File: config.mk
export PLATFORM = sky130hd
export DESIGN_NAME = krz_xbar_mn
export DESIGN_NICKNAME = d
export VERILOG_FILES = /design/src/rtl/krz_xbar_mn.sv
export SDC_FILE = /design/constraint.sdc
export NUM_CORES = 1
export LEC_CHECK = 0
export CELL_PAD_IN_SITES_DETAIL_PLACEMENT = 1
export CELL_PAD_IN_SITES_GLOBAL_PLACEMENT = 1
export CORE_AREA = 2 2 222 224
export DETAILED_ROUTE_END_ITERATION = 12
export DIE_AREA = 0 0 224 226
export GPL_ROUTABILITY_DRIVEN = 0
export PLACE_DENSITY = 0.61
export SLEW_MARGIN = 20
export SYNTH_ARGS = -nofsm -noshare
export SYNTH_HDL_FRONTEND = slang
export SYNTH_SLANG_ARGS = --single-unit
File: constraint.sdc
create_clock -name clk -period 1.3 [get_ports clk]
set_input_delay 0.325 -clock clk [delete_from_list [all_inputs] [get_ports clk]]
set_output_delay 0.325 -clock clk [all_outputs]
set_load 0.01 [all_outputs]
File: src/rtl/krz_xbar_mn.sv
// krz_xbar_mn: NM-master x NS-slave crossbar with per-slave arbitration,
// address decode, unmapped-address errors and an optional ack timeout.
module krz_xbar_mn #(
   parameter int NM = 2,
   parameter int NS = 4,
   parameter int AW = 24,
   parameter int ARB_RR = 0,
   parameter int TIMEOUT = 0,
   parameter logic [NS*AW-1:0] SLV_BASE = '0,
   parameter logic [NS*AW-1:0] SLV_MASK = '0
) (
   input  logic             clk,
   input  logic             rst,
   input  logic [NM*AW-1:0] m_addr,
   input  logic [NM*32-1:0] m_wr_data,
   input  logic [NM*4-1:0]  m_mask,
   input  logic [NM-1:0]    m_wr_en,
   input  logic [NM-1:0]    m_req,
   output logic [NM*32-1:0] m_rd_data,
   output logic [NM-1:0]    m_ack,
   output logic [NM-1:0]    m_err,
   output logic [NS*AW-1:0] s_adr,
   output logic [NS*32-1:0] s_dat_o,
   output logic [NS*4-1:0]  s_sel,
   output logic [NS-1:0]    s_we,
   output logic [NS-1:0]    s_stb,
   input  logic [NS*32-1:0] s_dat_i,
   input  logic [NS-1:0]    s_ack
);
   localparam int OW = NM > 1 ? $clog2(NM) : 1;
   localparam int CW = TIMEOUT > 1 ? $clog2(TIMEOUT) : 1;
   typedef enum logic {IDLE, BUSY} state_t;
   state_t        st   [NS];
   logic [OW-1:0] own  [NS];
   logic [OW-1:0] ptr  [NS];
   logic [OW-1:0] win  [NS];
   logic [CW-1:0] cnt  [NS];
   logic [NM-1:0] sreq [NS];
   logic [NM-1:0] err_q, hit, tmo;
   logic [NS-1:0] act, fire, expire;
   // first requester found when searching b, b+1, ... modulo NM
   function automatic logic [OW-1:0] pick(input logic [NM-1:0] r, input int b);
      pick = '0;
      for (int k = NM - 1; k >= 0; k--)
         if (|((r >> ((b + k) % NM)) & NM'(1))) pick = OW'((b + k) % NM);
   endfunction
   always_comb begin
      hit = '0;
      tmo = '0;
      for (int j = 0; j < NS; j++) sreq[j] = '0;
      for (int i = 0; i < NM; i++)
         for (int j = 0; j < NS; j++)
            if (!hit[i] && (m_addr[i*AW +: AW] & SLV_MASK[j*AW +: AW]) == SLV_BASE[j*AW +: AW]) begin
               hit[i] = 1'b1;
               sreq[j][i] = m_req[i] & ~err_q[i];
            end
      for (int j = 0; j < NS; j++) begin
         act[j] = st[j] == BUSY && !rst;
         fire[j] = act[j] & s_ack[j];
         expire[j] = act[j] && !s_ack[j] && TIMEOUT > 0 && int'(cnt[j]) == TIMEOUT - 1;
         win[j] = pick(sreq[j], ARB_RR != 0 ? int'(ptr[j]) : 0);
         for (int i = 0; i < NM; i++)
            if (expire[j] && int'(own[j]) == i) tmo[i] = 1'b1;
      end
   end
   always_comb begin
      m_ack = err_q & ~{NM{rst}};
      m_err = m_ack;
      m_rd_data = '0;
      s_stb = act;
      s_adr = '0;
      s_dat_o = '0;
      s_sel = '0;
      s_we = '0;
      for (int j = 0; j < NS; j++)
         for (int i = 0; i < NM; i++)
            if (int'(own[j]) == i) begin
               s_adr[j*AW +: AW] = m_addr[i*AW +: AW];
               s_dat_o[j*32 +: 32] = m_wr_data[i*32 +: 32];
               s_sel[j*4 +: 4] = m_mask[i*4 +: 4];
               s_we[j] = m_wr_en[i];
               if (fire[j]) begin
                  m_ack[i] = 1'b1;
                  m_rd_data[i*32 +: 32] = s_dat_i[j*32 +: 32];
               end
            end
   end
   // error flags hold the one-cycle error ack and keep that master out of arbitration meanwhile
   always_ff @(posedge clk)
      if (rst) begin
         err_q <= '0;
         for (int j = 0; j < NS; j++) begin
            st[j] <= IDLE;
            own[j] <= '0;
            ptr[j] <= '0;
            cnt[j] <= '0;
         end
      end else begin
         err_q <= (m_req & ~hit & ~err_q) | tmo;
         for (int j = 0; j < NS; j++)
            if (st[j] == IDLE) begin
               if (|sreq[j]) begin
                  st[j] <= BUSY;
                  own[j] <= win[j];
                  cnt[j] <= '0;
                  ptr[j] <= OW'((int'(win[j]) + 1) % NM);
               end
            end else if (fire[j] || expire[j]) st[j] <= IDLE;
            else cnt[j] <= cnt[j] + 1'b1;
      end
endmodule
==> results.yml, run 1 <==
outcome:
  status: "complete, but fails checks"
  violations: "negative setup slack"
worst_hold_path:
  whs_path_depth: 2
  hold_end: "own[3]"
  min_path_type: "primary input to flop"
  hold_path_startpoint: "rst"
worst_setup_path:
  cp.arrival_ns: 1.65
  reg2reg_depth: 5
  crit_required_ns: 0.98
  worstPathMaxFanout: 5
  reg2reg_from: "st[0][0]"
  r2r_end: "st[0][0]"
  worstSetupPathType: "flop to primary output"
  startpoint_type: "flop"
  worstSetupEndpointType: "primary output"
  r2r_slack_ns: -0.04
clock_tree:
  clock-sinks: 3
  cts_tree: "built"
  clk_latency_ns: 0.22
  htreeDepth: 1
  clk_path_buf_depth: 2
  cts-root-buf: "clkbuf_16"
  cts_made_buffers: 3
  clkSlewWorstSetupHoldPaths_ns: 0.03
  cts_hold_buf: 0
sta:
  setup_ws_ns: -0.6766
  setup_viol: 190
  fmax_mhz: 505.9
  whs_ns: 0.6873
  rsz0062_at_grt: "true"
  period_needed_ns: 1.977
  fin_crit_sh_pct: 152.0
  finalMaxSlewViolations: 0
  hold_viol_final: 0
  finalClockSkew_ns: 0.0003163
detailed_routing:
  ant_nets: 0
  drt-wirelength-per-cell_um: 18.32
  viasPerCell: 3.160
  finalWirelength_um: 27480
  via_count: 4740
  drc: 0
  drtIter0Drc: 63
  firstDrtPassIters: 4
pwr:
  combinationalPowerShare_pct: 88.1
  power.leakage_nw: 4.476
  peakVddDrop_mv: 0.2997
  power_frac_clock_pct: 9.4
  p_switching_w: 0.001922
  p_sw_share_pct: 37.52
  powerDensity_mw_per_mm2: 480.7
  pwr-share-seq_pct: 2.5
  internal_power_w: 0.003200
  total_power_w: 0.005123
floorplanning:
  pin_count: 574
  coreArea_mm2: 0.04834
  die_x_um: 224
  die_h_um: 226
  start_util_pct: 6.786
  dieArea_mm2: 0.05062
  row_count: 81
synth:
  ys_types: 23
  yosys_warnings: 0
  ys_seq_area_share_pct: 2.746
  syn_area_per_cell_um2: 8.305
  syn-cell-area_mm2: 0.003281
  synth_cells: 395
  ys_ff_latch: 3
global_routing:
  grt_remaining_overflow: 0
  grt_max_degree: 21
  grt_pass1_vias: 5219
  grtUsageTotal_pct: 9.863
  grt_pass1_wl_um: 36880
  antenna_found_initial: 6
final_layout:
  post-route-util_pct: 22.04
  layout_commonest_cell: "buf_6"
  nets: 1134
  drive_gt1_share_pct: 74.29
  mostFrequentLayoutCells: "buf_6, clkdlybuf4s50_1, dlygate4sd2_1, mux2_2, buf_4"
  area_growth_pct: 224.8
placed_design:
  hpwl_um: 20130
  io_buffer_count: 469
run:
  timing.max_cap.violations: 0
power groups by stage:
| stage | Sequential [W] | Clock (W) | Combinational [W] |
|---|---|---|---|
| after detailed placement | 0.000130 | 0 | 0.00356 |
| after floorplan | 0.000124 | 0 | 0.00162 |
| after global routing | 0.000129 | 0.000500 | 0.00477 |
| after CTS | 0.000128 | 0.000485 | 0.00449 |
| after global placement | 0.000129 | 0 | 0.00355 |
| final | 0.000128 | 0.000480 | 0.00451 |
registers in the layout, indices dropped and copies added, names as in the netlist:
signal / count
own: 2
st: 1
through the flow:
stage | std cells | setup WS (ns) | instance area (um2) | TNS [ns]
6_report | 1500 | -0.6766 | 10660 | -103.12
5_1_grt | 1499 | -0.7287 | 10650 | -111.67
4_1_cts | 1492 | -0.7128 | 10340 | -106.07
3_5_place_dp | 1406 | -0.9514 | 8768 | -199.87
3_3_place_gp | 1406 | -0.9258 | 8768 | -197.30
2_1_floorplan | 399 | -0.1331 | 3806 | -7.914
synth_stat cells:
master | instances | area (um2)
conb_1 | 1 | 3.750
nand2_1 | 1 | 3.750
buf_2 | 23 | 115.1
buf_12 | 2 | 40.04
inv_1 | 1 | 3.750
nor3_1 | 1 | 5.000
nor2_4 | 20 | 225.2
nand2b_1 | 1 | 6.260
nand3_1 | 32 | 160.2
nor4_1 | 1 | 6.260
or2_1 | 1 | 6.260
nor2b_1 | 1 | 6.260
nor2_2 | 10 | 62.56
clkbuf_2 | 1 | 5.000
o21bai_1 | 1 | 7.510
buf_4 | 127 | 953.4
nor2_1 | 37 | 138.9
a21oi_1 | 1 | 5.000
mux2_2 | 122 | 1374
edfxtp_1 | 3 | 90.09
buf_6 | 3 | 33.78
clkbuf_1 | 3 | 11.26
nor4b_1 | 2 | 17.52
worst max-delay path by stage:
stage	startpoint	to	depth (start not counted)
after floorplan	own[0]	m_rd_data[10]	5
after global placement	rst	m_rd_data[0]	5
after detailed placement	rst	m_rd_data[9]	5
after CTS	own[0]	s_dat_o[9]	6
after global routing	own[0]	s_dat_o[9]	6
final	own[0]	s_dat_o[9]	6
layout make-up:
class,count,area [um2]
inverters,1,3.754
multi-input cells,236,2746
clock buffers,4,78.83
repair buffers,631,6952
well taps,622,778.2
fillers,5489,37690
flip-flops and latches,3,90.09
diodes,3,7.507
critical path, stage by stage, from the launching register on:
cell and delay, ns:
edfxtp_1 0.43, buf_12 0.18, buf_16 0.14, buf_8 0.12, buf_6 0.10, mux2_4 0.30
buf_8 0.14
logic make-up after synthesis:
| logic type | after synthesis | synth area share (%) |
|---|---|---|
| flops | 3 | 2.746 |
| other cells | 1 | 0.1143 |
| mux | 122 | 41.88 |
| compound gates | 2 | 0.3813 |
| simple gates | 107 | 19.45 |
| buf+inv | 160 | 35.43 |
layer usage:
layer	GRT usage [%]	routed length, um
met5	0	47
met4	1.376	290
met3	3.136	2446
met2	18.48	14340
met1	11.06	10360
timing repair:
item | CTS | global route
pin swaps | 7 | 7
cloned | 15 | 1
resized for setup | 1382 | 126
endpoints found under the setup margin | 312 | 210
buffers inserted | 68 | 20
No activity file was read; power rests on OpenSTA's default activity.
==> inputs of run 2 (changes only) <==
Settings changed: CORE_AREA 2 2 222 224 to 4 4 224 226, DIE_AREA 0 0 224 226 to 0 0 228 230.
==> results.yml, run 2 (same netlist as run 1, synthesis figures left out) <==
outcome:
  status: "complete, but fails checks"
  violations: "negative setup slack"
worst_setup_path:
  cpMostUsedCell: "buf_4"
  worstSetupEndpointType: "primary output"
  r2r_slack_ns: -0.10
  worstPathMaxFanout: 8
  cp_cell_sequence: "buf_4 -> buf_12 -> buf_8 -> buf_4 -> mux2_2 -> buf_6"
  worstSetupPathType: "flop to primary output"
  startpoint_type: "flop"
  slowest_stage: "edfxtp_1"
  max_stage_delay_ns: 0.41
  cp.arrival_ns: 1.64
  crit_required_ns: 0.98
floorplanning:
  pin_count: 574
  coreArea_mm2: 0.04834
  die_h_um: 230
  start_util_pct: 6.786
  dieArea_mm2: 0.05244
  row_count: 81
  die_x_um: 228
pwr:
  combinationalPowerShare_pct: 87.2
  internal_power_w: 0.002927
  power_frac_clock_pct: 10.2
  peakVddDrop_mv: 0.3122
  power.leakage_nw: 4.289
  p_sw_share_pct: 39.62
  p_switching_w: 0.001921
  pwr-share-seq_pct: 2.6
  powerDensity_mw_per_mm2: 472.6
  total_power_w: 0.004847
detailed_routing:
  viasPerCell: 3.159
  wl_met1_um: 11130
  dr_wl_met2_um: 14940
  dr.max_layer_used: "met5"
  drc: 0
  ant_nets: 0
  drtIter0Drc: 45
  finalWirelength_um: 28830
  drt-wirelength-per-cell_um: 19.22
  via_count: 4738
  firstDrtPassIters: 4
  dr_wl_met3_um: 2565
sta:
  hold_viol_final: 0
  setup_viol: 193
  finalMaxSlewViolations: 0
  fmax_mhz: 508.3
  rsz0062_at_grt: "true"
  finalClockSkew_ns: 0.003869
  fin_crit_sh_pct: 151.3
  period_needed_ns: 1.967
  setup_ws_ns: -0.6673
final_layout:
  drive_gt1_share_pct: 73.49
  area_growth_pct: 212.6
  nets: 1134
  mostFrequentLayoutCells: "buf_6, clkdlybuf4s50_1, dlygate4sd2_1, mux2_2, buf_4"
  largest_register: "own"
  largest_register_ffs: 2
  top_regs: "own: 2 flops, st: 1 flops"
  layout_commonest_cell: "buf_6"
  stdcell_area_mm2: 0.01026
worst_hold_path:
  min_path_type: "primary input to flop"
global_routing:
  grt_pass1_vias: 5250
  grtUsageTotal_pct: 9.709
  grt_remaining_overflow: 0
  grt_pass1_wl_um: 38410
  grt_max_degree: 14
  antenna_found_initial: 7
placed_design:
  dpl_cell_area_mm2: 0.008851
  io_buffer_count: 469
  hpwl_um: 20900
clock_tree:
  clock-sinks: 3
  cts_made_buffers: 3
  clk_latency_ns: 0.23
  cts_tree: "built"
  clk_path_buf_depth: 2
  clkSlewWorstSetupHoldPaths_ns: 0.03
  cts_hold_buf: 0
  htreeDepth: 1
  cts-root-buf: "clkbuf_16"
run:
  timing.max_cap.violations: 0
run 2: cell count changes in the layout (fill, tap and decap cells not counted), moves of 3 or more:
cell             delta
buf_12              -5
buf_2              +19
buf_4               -3
buf_6              -69
clkbuf_16           +5
clkbuf_2           +41
clkdlybuf4s15_2     +3
dlygate4sd2_1      +11
mux2_2             +21
mux2_4             -21
nand3_2             -4
nand3_4             +6
run 2: critical path, delay by kind of cell, from the launching register on:
family | cells | cell delay, ns
buffers and inverters | 5 | 0.72
flip-flops | 1 | 0.41
multiplexers | 1 | 0.28
run 2: repair_timing:
item | in CTS | in global routing
pin swaps | 4 | 7
endpoints found under the setup margin | 313 | 220
gates resized for setup | 1025 | 299
cloned | 11 | 6
setup buffers | 47 | 21
run 2: stage by stage:
step                      worst slack, ns  hold WS (ns)  utilization [%]  std cells  TNS, ns
final                             -0.6673        0.6837            21.22       1500  -105.51
after global routing              -0.7059        0.7179            21.21       1498  -115.06
after CTS                         -0.6971        0.6612            20.13       1474  -108.41
after detailed placement          -0.9508        0.9357            18.31       1413  -201.02
after global placement            -0.9085        0.9079            18.31       1413  -197.08
after floorplan                   -0.1331        0.5218                -        399   -7.914
run 2: layer usage:
| layer | track usage [%] | vias to the layer above |
|---|---|---|
| li1 | - | 2187 |
| met1 | 10.80 | 2248 |
| met2 | 17.99 | 285 |
| met3 | 3.803 | 14 |
| met4 | 1.167 | 4 |
| met5 | 0 | - |
run 2: final cells by class:
cell class | instances | area, um2
Antenna cell | 3 | 7.507
Clock buffer | 4 | 78.83
Fill cell | 5588 | 38090
Inverter | 1 | 3.754
Multi-Input combinational cell | 236 | 2753
Sequential cell | 3 | 90.09
Tap cell | 622 | 778.2
Timing Repair Buffer | 631 | 6545
run 2: power by group through the flow:
stage	combinational (W)	sequential [W]	clock (W)
5_1_grt	0.00447	0.000129	0.000510
4_1_cts	0.00391	0.000126	0.000494
3_3_place_gp	0.00358	0.000136	0
3_5_place_dp	0.00360	0.000137	0
2_1_floorplan	0.00162	0.000124	0
6_report	0.00423	0.000128	0.000493
run 2: final timing paths:
path                                from       end  depth (start not counted)
worst max register to register  st[0][0]  st[0][0]                          6
worst min-delay path            m_req[0]    own[0]                          2
worst max-delay path              own[0]  s_adr[7]                          6
worst min register to register  st[0][0]    own[0]                          5
==> inputs of run 3 (changes only) <==
Settings changed: CTS_CLUSTER_DIAMETER set to 50, SKIP_LAST_GASP set to 1, TNS_END_PERCENT set to 100.
==> results.yml, run 3 (same netlist as run 1, synthesis figures left out) <==
clock_tree:
  cts_tree: "built"
  cts-root-buf: "clkbuf_16"
  clk_latency_ns: 0.23
  clk_path_buf_depth: 2
  clock-sinks: 3
  clkSlewWorstSetupHoldPaths_ns: 0.03
  cts_hold_buf: 0
  htreeDepth: 1
  cts_made_buffers: 3
pwr:
  peakVddDrop_mv: 0.3542
  powerDensity_mw_per_mm2: 474.2
  power.leakage_nw: 4.364
final_layout:
  top_regs: "own: 2 flops, st: 1 flops"
  post-route-util_pct: 21.39
  layout_commonest_cell: "buf_6"
  largest_register_ffs: 2
  nets: 1145
  largest_register: "own"
  area_growth_pct: 215.2
  mostFrequentLayoutCells: "buf_6, clkdlybuf4s50_1, dlygate4sd2_1, mux2_2, buf_4"
  drive_gt1_share_pct: 73.93
  stdcell_count: 1511
sta:
  finalSetupTns_ns: -104.79
  period_needed_ns: 1.948
  finalClockSkew_ns: 0.003430
  rsz0062_at_grt: "true"
  finalMaxSlewViolations: 0
  fmax_mhz: 513.5
  fin_crit_sh_pct: 149.8
  hold_viol_final: 0
  setup_ws_ns: -0.6476
  setup_viol: 189
global_routing:
  grt_pass1_wl_um: 38030
  grt_pass1_vias: 5241
  grtUsageTotal_pct: 9.618
  grt_max_degree: 14
  grt_remaining_overflow: 0
  antenna_found_initial: 7
floorplanning:
  coreArea_mm2: 0.04834
  row_count: 81
  start_util_pct: 6.786
  pin_count: 574
  die_h_um: 230
  die_x_um: 228
  dieArea_mm2: 0.05244
placed_design:
  dp_cells: 1413
  hpwl_um: 20900
  io_buffer_count: 469
detailed_routing:
  viasPerCell: 3.156
  finalWirelength_um: 29080
  drt-wirelength-per-cell_um: 19.24
  via_count: 4769
  firstDrtPassIters: 4
  drtIter0Drc: 47
  drc: 0
  ant_nets: 0
worst_setup_path:
  crit_required_ns: 0.98
  startpoint_type: "flop"
  worstSetupPathType: "flop to primary output"
  cp.arrival_ns: 1.62
  worstSetupEndpointType: "primary output"
  r2r_slack_ns: 0.03
  worstPathMaxFanout: 6
outcome:
  status: "complete, but fails checks"
  violations: "negative setup slack"
worst_hold_path:
  min_path_type: "primary input to flop"
run:
  timing.max_cap.violations: 0
## run 3: cell types whose count changed in the layout (fill, tap and decap cells not counted), sizes merged
| cell | previous run | this run |
|---|---|---|
| buf | 308 | 318 |
| clkdlybuf4s15 | 77 | 75 |
| clkbuf | 63 | 65 |
| dlygate4sd2 | 92 | 93 |
## run 3: final timing paths
kind,startpoint,endpoint,cells past startpoint
worst max-delay path,own[3],s_dat_o[96],6
worst min-delay path,m_req[0],own[3],2
worst max register to register,st[0][0],st[0][0],5
worst min register to register,st[0][0],own[3],4
## run 3: area by class of cell
| class | count | area [um2] |
|---|---|---|
| Multi-Input combinational cell | 236 | 2779 |
| Inverter | 1 | 3.754 |
| Tap cell | 622 | 778.2 |
| Sequential cell | 3 | 90.09 |
| Clock buffer | 4 | 78.83 |
| Timing Repair Buffer | 642 | 6604 |
| Antenna cell | 3 | 7.507 |
| Fill cell | 5574 | 38000 |
## run 3: metal layers
layer  wire length [um]  track usage, %  share of wire [%]
met3               2594           3.902                8.9
met4                264           1.129               0.91
met2              14910           17.80                 51
met1              11280           10.64                 39
met5                 26               0              0.089
## run 3: repair_timing
| action | in CTS | in global routing |
|---|---|---|
| gates resized for setup | 943 | 385 |
| gates cloned | 11 | 6 |
| endpoints found under the setup margin | 313 | 219 |
| pin swaps | 4 | 16 |
| setup buffers | 47 | 34 |
## run 3: through the flow
stage               setup slack [ns]  hold WS [ns]  power (W)  cell area (um2)
floorplan                    -0.1331        0.5218   0.001741             3806
global placement             -0.9085        0.9079   0.003715             8851
detailed placement           -0.9508        0.9357   0.003736             8851
CTS                          -0.7327        0.6612   0.004524             9776
global route                 -0.6935        0.6764   0.005176            10340
finish                       -0.6476        0.6526   0.004904            10340
## run 3: where the power goes
group	internal, W	switching, W
Clock	0.000405	0.0000888
Combinational	0.00244	0.00184
Sequential	0.000120	0.00000784
## run 3: critical path, stage by stage (launching register included)
cell and delay (ns):
edfxtp_1 0.39, buf_6 0.16, buf_12 0.12, clkbuf_16 0.16, buf_6 0.12, mux2_4 0.31, buf_6 0.13
